--- config.mk ---
export PLATFORM = sky130hd
export DESIGN_NAME = lsu
export DESIGN_NICKNAME = d
export VERILOG_FILES = /design/src/rtl/lsu.sv
export SDC_FILE = /design/constraint.sdc
export NUM_CORES = 1
export LEC_CHECK = 0
export CAP_MARGIN = 20
export CORE_UTILIZATION = 42
export DETAILED_ROUTE_END_ITERATION = 16
export HOLD_SLACK_MARGIN = 0.12
export PLACE_DENSITY = 0.83
export SLEW_MARGIN = 10
export SYNTH_ARGS = -nofsm -noshare
export SYNTH_HDL_FRONTEND = slang
export SYNTH_SLANG_ARGS = --single-unit
--- constraint.sdc ---
create_clock -name clk -period 2.2 [get_ports clk]
set_input_delay 0.33 -clock clk [delete_from_list [all_inputs] [get_ports clk]]
set_output_delay 0.33 -clock clk [all_outputs]
set_load 0.1 [all_outputs]
--- src/rtl/lsu.sv ---
// Load/store unit: turns one RV32 load/store request into a single handshaked
// SRAM access. Handles lane selection, store-data replication, load
// extension and misalignment/illegal-code faults.
module lsu #(
  parameter int WIDTH = 32,
  parameter int DADDR = 10
) (
  input  logic             clk,
  input  logic             reset_n,
  input  logic             req_valid,
  input  logic             req_we,
  input  logic [2:0]       req_funct3,
  input  logic [DADDR-1:0] req_addr,
  input  logic [WIDTH-1:0] req_wdata,
  output logic             busy,
  output logic             done,
  output logic             fault,
  output logic [WIDTH-1:0] rdata,
  output logic             mem_req,
  output logic             mem_we,
  output logic [3:0]       mem_be,
  output logic [DADDR-1:0] mem_addr,
  output logic [WIDTH-1:0] mem_wdata,
  input  logic             mem_gnt,
  input  logic             mem_rvalid,
  input  logic [WIDTH-1:0] mem_rdata
);

  typedef enum logic [1:0] {S_IDLE, S_REQ, S_WAIT, S_DONE} state_t;

  state_t             state, state_nxt;
  logic               we_q;
  logic [2:0]         funct3_q;
  logic [DADDR-1:0]   addr_q;
  logic [WIDTH-1:0]   wdata_q;
  logic               fault_q;
  logic [WIDTH-1:0]   rdata_q;
  logic               req_ok;
  logic [3:0]         be;
  logic [WIDTH-1:0]   wdata_lane;
  logic [7:0]         lane_b;
  logic [15:0]        lane_h;
  logic [WIDTH-1:0]   load_ext;

  // Decide whether the incoming request is a legal, aligned access.
  always_comb begin
    // NOTE: every always_comb output gets a default first so no path can infer a latch.
    req_ok = 1'b0;
    case (req_funct3)
      3'd0:    req_ok = 1'b1;
      3'd1:    req_ok = ~req_addr[0];
      3'd2:    req_ok = (req_addr[1:0] == 2'b00);
      3'd4:    req_ok = ~req_we;                 // BU has no store form
      3'd5:    req_ok = ~req_we & ~req_addr[0];  // HU has no store form
      default: req_ok = 1'b0;
    endcase
  end

  // State register.
  always_ff @(posedge clk or negedge reset_n) begin
    if (!reset_n) begin
      state <= S_IDLE;
    end else begin
      // NOTE: sequential state uses non-blocking assignment so all flops update together.
      state <= state_nxt;
    end
  end

  // Next-state logic.
  always_comb begin
    state_nxt = state;
    case (state)
      S_IDLE: if (req_valid) state_nxt = req_ok ? S_REQ : S_DONE;
      S_REQ:  if (mem_gnt) state_nxt = we_q ? S_DONE : S_WAIT;
      S_WAIT: if (mem_rvalid) state_nxt = S_DONE;
      S_DONE: state_nxt = S_IDLE;
      default: state_nxt = S_IDLE;
    endcase
  end

  // Latch the request on accept and capture the extended load result.
  always_ff @(posedge clk or negedge reset_n) begin
    if (!reset_n) begin
      we_q     <= 1'b0;
      funct3_q <= 3'd0;
      addr_q   <= '0;
      wdata_q  <= '0;
      fault_q  <= 1'b0;
      rdata_q  <= '0;
    end else begin
      if (state == S_IDLE && req_valid) begin
        we_q     <= req_we;
        funct3_q <= req_funct3;
        addr_q   <= req_addr;
        wdata_q  <= req_wdata;
        fault_q  <= ~req_ok;
      end
      if (state == S_WAIT && mem_rvalid) begin
        rdata_q <= load_ext;
      end
    end
  end

  // Byte enables and lane-replicated store data from the latched request.
  always_comb begin
    be         = 4'b1111;
    wdata_lane = wdata_q;
    case (funct3_q[1:0])
      2'b00: begin
        be         = 4'b0001 << addr_q[1:0];
        wdata_lane = {4{wdata_q[7:0]}};
      end
      2'b01: begin
        be         = addr_q[1] ? 4'b1100 : 4'b0011;
        wdata_lane = {2{wdata_q[15:0]}};
      end
      default: begin
        be         = 4'b1111;
        wdata_lane = wdata_q;
      end
    endcase
  end

  // Select the addressed lane of the returned word and extend it.
  always_comb begin
    lane_b = mem_rdata[7:0];
    case (addr_q[1:0])
      2'b00: lane_b = mem_rdata[7:0];
      2'b01: lane_b = mem_rdata[15:8];
      2'b10: lane_b = mem_rdata[23:16];
      2'b11: lane_b = mem_rdata[31:24];
      default: lane_b = mem_rdata[7:0];
    endcase
    lane_h = addr_q[1] ? mem_rdata[31:16] : mem_rdata[15:0];
    case (funct3_q)
      3'd0:    load_ext = {{24{lane_b[7]}}, lane_b};
      3'd1:    load_ext = {{16{lane_h[15]}}, lane_h};
      3'd4:    load_ext = {24'd0, lane_b};
      3'd5:    load_ext = {16'd0, lane_h};
      default: load_ext = mem_rdata;
    endcase
  end

  // Outputs decoded from state and the latched request only.
  always_comb begin
    busy      = (state != S_IDLE);
    done      = (state == S_DONE);
    mem_req   = (state == S_REQ);
    mem_we    = mem_req & we_q;
    mem_be    = mem_req ? be : 4'b0000;
    mem_addr  = mem_req ? {addr_q[DADDR-1:2], 2'b00} : '0;
    mem_wdata = (mem_req & we_q) ? wdata_lane : '0;
    fault     = fault_q;
    rdata     = rdata_q;
  end

endmodule

Yosys cells after proc, flatten, opt, wreduce, memory -nomap -nowiden
Index checks and enable logic that the tools add are counted.
Storage, ports and cells
  register bits: 81
  input port bits: 83
  output and inout port bits: 83
  logic and storage cells: 56
Cells by class
  eq/ne operators: 17
  mux-type cells: 16
  shifts and indexed selects: 1
  bitwise operators: 5
  reductions and logical operators: 10
Operators with widths (number)
  one-hot mux 32 bit (4 select lines): 1
  one-hot mux 32 bit (2 select lines): 1
  two-way mux 32 bit: 1
  one-hot mux 8 bit (4 select lines): 1
  two-way mux 16 bit: 1
  == test 3 bit, second input constant: 4
  two-way mux 10 bit: 1
  == test 2 bit, second input constant: 4
  zero test 2 bit: 4
  two-way mux 2 bit: 4
  two-way mux 4 bit: 2
  one-hot mux 2 bit (4 select lines): 1
  one-hot mux 4 bit (2 select lines): 1
  == test 2 x 1 -> 1 bit, second input constant: 3
  == test 3 x 1 -> 1 bit, second input constant: 2
  zero test 3 bit: 2
  one-hot mux 1 bit (5 select lines): 1
  != test 2 bit, second input constant: 2
  << shifter 1 x 2 -> 4 bit, first input constant: 1
  == test 3 x 2 -> 1 bit, second input constant: 1
  NOT 1 bit: 3
  AND reduction 3 bit: 1
  AND 1 bit: 2
  logical AND 1 bit: 2
  other kinds (3): 3

Depth between registers and ports, before layout
Gate-level depths: netlist of run 1.
  word-level depth: 6
  gate-level depth with buffers: 7
  depth with buffers taken out: 6

Worst setup path after synthesis of run 1
Ideal clock, no wire load.
  path type: register to output
  from: register state[1]
  to: output port mem_wdata[12]
  stages on the path, launching flop included: 6
  data arrival time: 3.393 ns
  buffers on the path: 1
  slack: -1.523 ns
  required time: 1.870 ns
  cell sequence: dfrtp_1 -> inv_1 -> ha_1 -> nand2_1 -> clkbuf_1 -> a21oi_1
On the way
  word-level cells in the longest chain between the ends: 3
Ends and longest elaborated chain
  start, declared: line 31  | state_t state, state_nxt;
  start signal, assigned: line 65  | state <= state_nxt;
  == test 2 x 1 -> 1 bit: line 148  | mem_req = (state == S_REQ);
  net mem_req: line 19  | output logic mem_req,
  AND 1 bit: line 152  | mem_wdata = (mem_req & we_q) ? wdata_lane : '0;
  two-way mux 32 bit: line 152
  end, declared: line 23  | output logic [WIDTH-1:0] mem_wdata,
The timed path passes the listed nets, and every way through them passes these cells.

Worst setup path after layout of run 1
  from: register state[1]
  to: output port mem_we
On the way
  word-level cells in the longest chain between the ends: 2
Ends and longest elaborated chain
  == test 2 x 1 -> 1 bit: line 148
  AND 1 bit: line 149  | mem_we = mem_req & we_q;
  end, declared: line 20  | output logic mem_we,
No other way between the ends.

==> run_summary.xml, run 1 <==
<?xml version="1.0" encoding="UTF-8"?>
<metrics>
  <group name="timing">
    <metric name="max_slew.worst_pin.slew" unit="ns">0.721</metric>
    <metric name="fin_worst_skew" unit="ns">0.00927</metric>
    <metric name="final.min_clock_period" unit="ns">2.11</metric>
    <metric name="hold_viol_final" unit="">0</metric>
    <metric name="slew_headroom" unit="">0.518</metric>
    <metric name="max_slew_vio_count" unit="">0</metric>
    <metric name="max_freq" unit="MHz">474</metric>
    <metric name="final.period_utilization" unit="">0.960</metric>
    <metric name="grt_setup_unrepaired" unit="">yes</metric>
    <metric name="final-setup-viol-count" unit="">0</metric>
  </group>
  <group name="clock_tree">
    <metric name="cts.sinks" unit="">81</metric>
    <metric name="cts_root_buffer" unit="">clkbuf_8</metric>
    <metric name="tritoncts_clock_tree" unit="">built</metric>
    <metric name="cts.htree.levels" unit="">3</metric>
    <metric name="numCtsBuffers" unit="">9</metric>
    <metric name="cts_max_path_buffers" unit="">2</metric>
    <metric name="clk-insertion-delay-late" unit="ns">0.36</metric>
    <metric name="clkSlewWorstSetupHoldPaths" unit="ns">0.08</metric>
  </group>
  <group name="route">
    <metric name="wl_per_cell" unit="um">19.1</metric>
    <metric name="vias_per_cell" unit="">5.57</metric>
    <metric name="drtIter0Drc" unit="">202</metric>
    <metric name="route.detailed.drc" unit="">0</metric>
    <metric name="detail_route.first_pass.iterations" unit="">4</metric>
    <metric name="detailroute.via_count" unit="">4232</metric>
    <metric name="route.final.wire_length" unit="um">14500</metric>
    <metric name="route.antenna.remaining_nets" unit="">0</metric>
  </group>
  <group name="floorplan">
    <metric name="die_h" unit="um">108</metric>
    <metric name="chip_width" unit="um">108</metric>
    <metric name="starting_density" unit="">0.431</metric>
    <metric name="die_area" unit="um2">11600</metric>
    <metric name="coreArea" unit="um2">10800</metric>
    <metric name="io_pins" unit="">166</metric>
    <metric name="rows" unit="">38</metric>
  </group>
  <group name="worst_setup_path">
    <metric name="crit_path_cell_trace" unit="">inv_2 &gt; ha_4 &gt; nand2_2 &gt; buf_12 &gt; inv_1 &gt; buf_12</metric>
    <metric name="crit_path_frequent_cell" unit="">buf_12</metric>
    <metric name="crit_path_end_kind" unit="">output port</metric>
    <metric name="critPathSlowestCell" unit="">dfrtp_1</metric>
    <metric name="critPathMaxFanout" unit="">25</metric>
    <metric name="path_class" unit="">reg -&gt; out</metric>
    <metric name="required" unit="ns">1.87</metric>
    <metric name="worstSetupStartpointType" unit="">register</metric>
    <metric name="cp.arrival" unit="ns">1.78</metric>
    <metric name="critPathMaxStageDelay" unit="ns">0.43</metric>
  </group>
  <group name="outcome">
    <metric name="status" unit="">finished clean</metric>
  </group>
  <group name="final_layout">
    <metric name="drive_gt1_frac" unit="">0.403</metric>
    <metric name="post-route-cell-area" unit="um2">7360</metric>
    <metric name="fin_nets" unit="">703</metric>
    <metric name="antenna-diode-count" unit="">0</metric>
    <metric name="fillCellCount" unit="">790</metric>
    <metric name="register_area" unit="um2">2030</metric>
    <metric name="area_growth" unit="%">57.4</metric>
    <metric name="multi_input_comb_area" unit="um2">2700</metric>
  </group>
  <group name="global_routing">
    <metric name="global_route.usage.total" unit="">0.257</metric>
    <metric name="grt_max_degree" unit="">51</metric>
    <metric name="grt_antenna_before_repair" unit="">0</metric>
    <metric name="number_of_global_route_vias_before_repair" unit="">4270</metric>
    <metric name="wire_length_of_the_first_global_routing_pass" unit="um">22500</metric>
    <metric name="overflow" unit="">0</metric>
  </group>
  <group name="run">
    <metric name="max_cap_viol_count" unit="">0</metric>
  </group>
  <group name="synthesis">
    <metric name="synth_seq_area_share" unit="">0.434</metric>
    <metric name="synth.avg_cell_area" unit="um2">10.3</metric>
    <metric name="synthDominantAreaCellType" unit="">dfrtp_1</metric>
    <metric name="synthCells" unit="">454</metric>
    <metric name="async_flop_share" unit="">1.00</metric>
    <metric name="yosysWarnings" unit="">0</metric>
    <metric name="yosys-top-cells-area" unit="">dfrtp_1 (43%), mux2_2 (15%), mux2i_1 (5.1%), a31oi_1 (4.4%), nor2_1 (4.1%)</metric>
    <metric name="flops_latches_synth" unit="">81</metric>
    <metric name="yosysMostFrequentCell" unit="">dfrtp_1</metric>
    <metric name="synth_flop_cell" unit="">dfrtp_1</metric>
    <metric name="synth_top_cells_by_count" unit="">dfrtp_1 (81), mux2_2 (62), nor2_1 (51)</metric>
    <metric name="synth_cell_type_count" unit="">45</metric>
    <metric name="mappedNetlistArea" unit="um2">4680</metric>
    <metric name="netlist.area_leader.share" unit="">0.434</metric>
    <metric name="synth_enable_flop_cells" unit="">0</metric>
  </group>
  <group name="placement">
    <metric name="portBuffers" unit="">163</metric>
    <metric name="placedInstanceArea" unit="um2">7080</metric>
    <metric name="post-dp-hpwl" unit="um">10500</metric>
    <metric name="globalplace.congestion" unit="">0.911</metric>
  </group>
  <group name="min_path">
    <metric name="timing.hold.worst.class" unit="">in -&gt; async</metric>
  </group>
</metrics>
## registers in the layout, summed over array words and instances (netlist names)
signal    cells
wdata_q      32
state         2
we_q          1
rdata        32
fault         1
addr_q       10
funct3_q      3
## critical path: cells and delay by family, from the launching register on
family                     cells  cell delay (ns)
and+or+nand+nor                1             0.07
adders and majority gates      1             0.18
buffers and inverters          4             0.71
DFF                            1             0.43
## routing by layer
layer,up-vias,part of all wire,routed length (um),track usage
li1,1952,-,-,-
met1,2049,0.40,5820,0.314
met2,208,0.48,6950,0.418
met3,23,0.096,1400,0.0823
met4,0,0.024,344,0.103
met5,-,0,0,0
## path summary, 6_finish.rpt
kind,from,end,slack (ns),depth (start not counted)
max in group asynchronous,reset_n,funct3_q[1]$_DFFE_PN0P_,1.09,3
min,reset_n,rdata[5]$_DFFE_PN0P_,0.46,2
max,state[1]$_DFFE_PN0P_,mem_we,0.09,6
max reg2reg,funct3_q[1]$_DFFE_PN0P_,rdata[25]$_DFFE_PN0P_,0.26,4
min in group clk,addr_q[7]$_DFFE_PN0P_,addr_q[7]$_DFFE_PN0P_,0.50,1
min reg2reg,addr_q[7]$_DFFE_PN0P_,addr_q[7]$_DFFE_PN0P_,0.50,1
## what timing repair did
action | CTS | global route
hold endpoints to repair | 31 | 0
gates cloned | 0 | 0
resized for setup | 3 | 8
hold buffers | 1 | 0
pin swaps | 1 | 1
endpoints found under the setup margin | 21 | 20
buffers inserted | 4 | 1
## metrics by stage
step                setup TNS, ns  utilization  setup slack [ns]  hold WS, ns  std cells
detailed placement              0        0.653             0.253        0.309        738
finish                          0        0.679            0.0883        0.459        760
global route              -0.0171        0.679          -0.00794        0.484        760
CTS                     -0.000199        0.676         -0.000199        0.460        759
floorplan                  -0.254            -           -0.0634       0.0344        455
global placement                0        0.653             0.300        0.298        738
## final cells by class
class / instances / share of cell area
inverter: 4 / 0.00204
clock inverter: 2 / 0.00136
timing repair buffer: 187 / 0.306
multi-input combinational: 332 / 0.366
clock buffer: 14 / 0.0248
sequential: 81 / 0.276
tap: 140 / 0.0238
## layout by cell type (no fill, tap or decap), types with 2 or more instances in the layout
cell type	n
mux2_4	2
o21ai_0	2
o21a_2	3
nand2_2	2
conb_1	2
and2_1	16
nand2b_1	7
a21oi_4	6
nor4_1	8
nand2_1	22
and2_2	8
nor3_1	2
nor2_4	17
a21oi_1	10
clkbuf_8	13
nand4b_1	2
inv_1	3
dfrtp_1	80
a21oi_2	2
buf_4	53
nor2b_1	7
a211oi_1	7
or2_2	2
clkinv_2	2
mux2i_1	18
ha_1	4
mux2i_2	6
clkdlybuf4s50_1	81
nor2_1	35
and3b_1	7
buf_12	51
mux2_2	62
and3_2	8
a31oi_1	33
o22ai_1	15
## cells by family after synthesis
kind of cell	Yosys count	synth area share
simple gates	153	0.178
mux	88	0.207
compound gates	84	0.120
flops	81	0.434
buf+inv	42	0.0479
fa+ha+maj	5	0.0134
other cells	1	0.000802
Power of run 1 is left out: the tool's default activity adds up to more than one toggle a clock period on the data nets, which glitch-free logic cannot reach.
==> run 2, diff against run 1 <==
ABC_AREA = 1   (was default)
CAP_MARGIN = default   (was 20)
PLACE_DENSITY = 0.84   (was 0.83)
==> run_summary.xml, run 2 <==
<?xml version="1.0" encoding="UTF-8"?>
<metrics>
  <group name="floorplan">
    <metric name="die_h" unit="um">105</metric>
    <metric name="die_area" unit="um2">11000</metric>
    <metric name="coreArea" unit="um2">10300</metric>
    <metric name="starting_density" unit="">0.431</metric>
    <metric name="io_pins" unit="">166</metric>
    <metric name="chip_width" unit="um">105</metric>
    <metric name="rows" unit="">37</metric>
  </group>
  <group name="clock_tree">
    <metric name="cts.htree.levels" unit="">3</metric>
    <metric name="clkSlewWorstSetupHoldPaths" unit="ns">0.09</metric>
    <metric name="tritoncts_clock_tree" unit="">built</metric>
    <metric name="cts_root_buffer" unit="">clkbuf_8</metric>
    <metric name="cts.sinks" unit="">81</metric>
    <metric name="cts_max_path_buffers" unit="">2</metric>
    <metric name="clk-insertion-delay-late" unit="ns">0.37</metric>
    <metric name="numCtsBuffers" unit="">9</metric>
  </group>
  <group name="synthesis">
    <metric name="async_flop_share" unit="">1.00</metric>
    <metric name="synth-compound-area-share" unit="">0.142</metric>
    <metric name="synthSimpleGateAreaFrac" unit="">0.301</metric>
    <metric name="synth_flop_cell" unit="">dfrtp_1</metric>
    <metric name="synthDominantAreaCellType" unit="">dfrtp_1</metric>
    <metric name="yosysMostFrequentCell" unit="">nand2_1</metric>
    <metric name="dominant_combinational_cell_family_by_area_after_synthesis" unit="">simple AND/OR/NAND/NOR gates</metric>
    <metric name="mappedNetlistArea" unit="um2">4450</metric>
    <metric name="synth_seq_area_share" unit="">0.455</metric>
    <metric name="netlist.area_leader.share" unit="">0.455</metric>
    <metric name="synth_cell_type_count" unit="">33</metric>
    <metric name="synth_enable_flop_cells" unit="">0</metric>
    <metric name="synth_top_cells_by_count" unit="">nand2_1 (189), dfrtp_1 (81), nor2_1 (54)</metric>
    <metric name="yosysWarnings" unit="">0</metric>
    <metric name="synth.mux.area_fraction" unit="">0</metric>
    <metric name="yosys-top-cells-area" unit="">dfrtp_1 (46%), nand2_1 (16%), a21oi_1 (4.9%), nor2_1 (4.6%), inv_1 (3.9%)</metric>
    <metric name="synth.avg_cell_area" unit="um2">7.51</metric>
    <metric name="synth_area_in_adders" unit="">0.0140</metric>
    <metric name="synth_xor_xnor_area_share" unit="">0</metric>
    <metric name="synthCells" unit="">593</metric>
    <metric name="flops_latches_synth" unit="">81</metric>
  </group>
  <group name="worst_setup_path">
    <metric name="cp.arrival" unit="ns">1.80</metric>
    <metric name="worst_path_dominant_cell_family" unit="">simple AND/OR/NAND/NOR gates</metric>
    <metric name="cp_num_buf_inv" unit="">2</metric>
    <metric name="path_class" unit="">reg -&gt; out</metric>
    <metric name="crit_path_end_kind" unit="">output port</metric>
    <metric name="crit_path_frequent_cell" unit="">nand2_1</metric>
    <metric name="critPathSlowestCell" unit="">dfrtp_1</metric>
    <metric name="worstSetupStartpointType" unit="">register</metric>
    <metric name="worstSetupStartpoint" unit="">funct3_q[0]$_DFFE_PN0P_</metric>
    <metric name="required" unit="ns">1.87</metric>
    <metric name="worst_r2r_startpoint" unit="">addr_q[1]$_DFFE_PN0P_</metric>
    <metric name="crit_path_cell_trace" unit="">nand2_4 &gt; inv_2 &gt; nand2_1 &gt; nand2_1 &gt; a21oi_4 &gt; buf_12</metric>
    <metric name="critPathMaxFanout" unit="">11</metric>
    <metric name="critPathMaxStageDelay" unit="ns">0.48</metric>
  </group>
  <group name="timing">
    <metric name="final.min_clock_period" unit="ns">2.13</metric>
    <metric name="totalNegativeSetupSlack" unit="ns">0</metric>
    <metric name="hold_slack" unit="ns">0.479</metric>
    <metric name="grt_setup_unrepaired" unit="">yes</metric>
    <metric name="final-setup-viol-count" unit="">0</metric>
    <metric name="slew_headroom" unit="">0.638</metric>
    <metric name="fin_worst_skew" unit="ns">0.0126</metric>
    <metric name="hold_viol_final" unit="">0</metric>
    <metric name="max_slew_vio_count" unit="">0</metric>
    <metric name="finalWorstSetupSlack" unit="ns">0.0697</metric>
    <metric name="max_slew.worst_pin.slew" unit="ns">0.541</metric>
    <metric name="max_freq" unit="MHz">469</metric>
    <metric name="final.period_utilization" unit="">0.968</metric>
  </group>
  <group name="global_routing">
    <metric name="wire_length_of_the_first_global_routing_pass" unit="um">23200</metric>
    <metric name="overflow" unit="">0</metric>
    <metric name="grt_max_degree" unit="">49</metric>
    <metric name="global_route.usage.total" unit="">0.271</metric>
    <metric name="number_of_global_route_vias_before_repair" unit="">4633</metric>
    <metric name="grt_antenna_before_repair" unit="">0</metric>
  </group>
  <group name="route">
    <metric name="vias_per_cell" unit="">5.15</metric>
    <metric name="detail_route.first_pass.iterations" unit="">5</metric>
    <metric name="route.final.wire_length" unit="um">14800</metric>
    <metric name="route.antenna.remaining_nets" unit="">0</metric>
    <metric name="drtIter0Drc" unit="">246</metric>
    <metric name="detailroute.via_count" unit="">4608</metric>
    <metric name="wl_per_cell" unit="um">16.5</metric>
    <metric name="route.detailed.drc" unit="">0</metric>
  </group>
  <group name="final_layout">
    <metric name="register_area" unit="um2">2030</metric>
    <metric name="fin_nets" unit="">841</metric>
    <metric name="antenna-diode-count" unit="">0</metric>
    <metric name="drive_gt1_frac" unit="">0.288</metric>
    <metric name="layout_commonest_cell" unit="">nand2_1</metric>
    <metric name="area_growth" unit="%">62.7</metric>
    <metric name="multi_input_comb_area" unit="um2">2430</metric>
    <metric name="fillCellCount" unit="">812</metric>
    <metric name="most_frequent_cells_in_the_layout" unit="">nand2_1 (188), clkdlybuf4s50_1 (81), dfrtp_1 (80), buf_12 (51), buf_4 (46)</metric>
  </group>
  <group name="placement">
    <metric name="dp_slack" unit="ns">0.256</metric>
    <metric name="post-dp-hpwl" unit="um">11000</metric>
    <metric name="portBuffers" unit="">163</metric>
    <metric name="globalplace.congestion" unit="">0.917</metric>
  </group>
  <group name="outcome">
    <metric name="status" unit="">finished clean</metric>
  </group>
  <group name="run">
    <metric name="max_cap_viol_count" unit="">0</metric>
  </group>
  <group name="min_path">
    <metric name="timing.hold.worst.class" unit="">in -&gt; async</metric>
  </group>
</metrics>
## run 2: changes by cell type after synthesis, sizes merged, moves of 16 or more
cell	change
or2	+16
mux2	-64
o21ai	+49
nand3	+29
mux2i	-24
and2	-24
nand2	+170
a21oi	+34
inv	+51
a31oi	-32
## run 2: path summary, 6_finish.rpt
check,cells after the start,to,slack [ns]
max,6,mem_be[3],0.07
min,2,we_q$_DFFE_PN0P_,0.48
max reg2reg,7,rdata[18]$_DFFE_PN0P_,0.32
min reg2reg,2,wdata_q[30]$_DFFE_PN0P_,0.48
max in group asynchronous,3,addr_q[4]$_DFFE_PN0P_,1.11
min in group clk,2,wdata_q[30]$_DFFE_PN0P_,0.48
## run 2: cell type report
cell class,instances,share of cell area
Clock buffer,14,0.0224
Tap cell,136,0.0235
Timing Repair Buffer,181,0.305
Clock inverter,2,0.00173
Sequential cell,81,0.280
Multi-Input combinational cell,425,0.335
Inverter,55,0.0326
## run 2: stage by stage
step           area (um2)   util  std cells
5_1_grt              7250  0.702        894
3_5_place_dp         6970  0.675        871
3_3_place_gp         6970  0.675        871
4_1_cts              7170  0.695        888
2_1_floorplan        4880      -        594
6_report             7250  0.702        894
## run 2: kinds of logic after synthesis
family | Yosys count
buffers and inverters | 88
AND/OR/NAND/NOR | 303
AO/OA/AOI/OAI | 115
other | 1
adder cells (fa/ha/maj) | 5
flip-flops | 81
## run 2: repair_timing
item | 4_1_cts | 5_1_grt
pin swaps | 0 | 2
buffers inserted | 0 | 6
hold buffers | 1 | 0
setup endpoints to repair | 18 | 18
resized for setup | 8 | 5
hold endpoints to repair | 36 | 0
## run 2: per-layer routing
layer,GRT usage,up-vias,share of wire
li1,-,2194,-
met1,0.327,2200,0.40
met2,0.459,172,0.50
met3,0.0536,42,0.055
met4,0.139,0,0.043
met5,0,-,0
Power of run 2 is left out for the same reason.
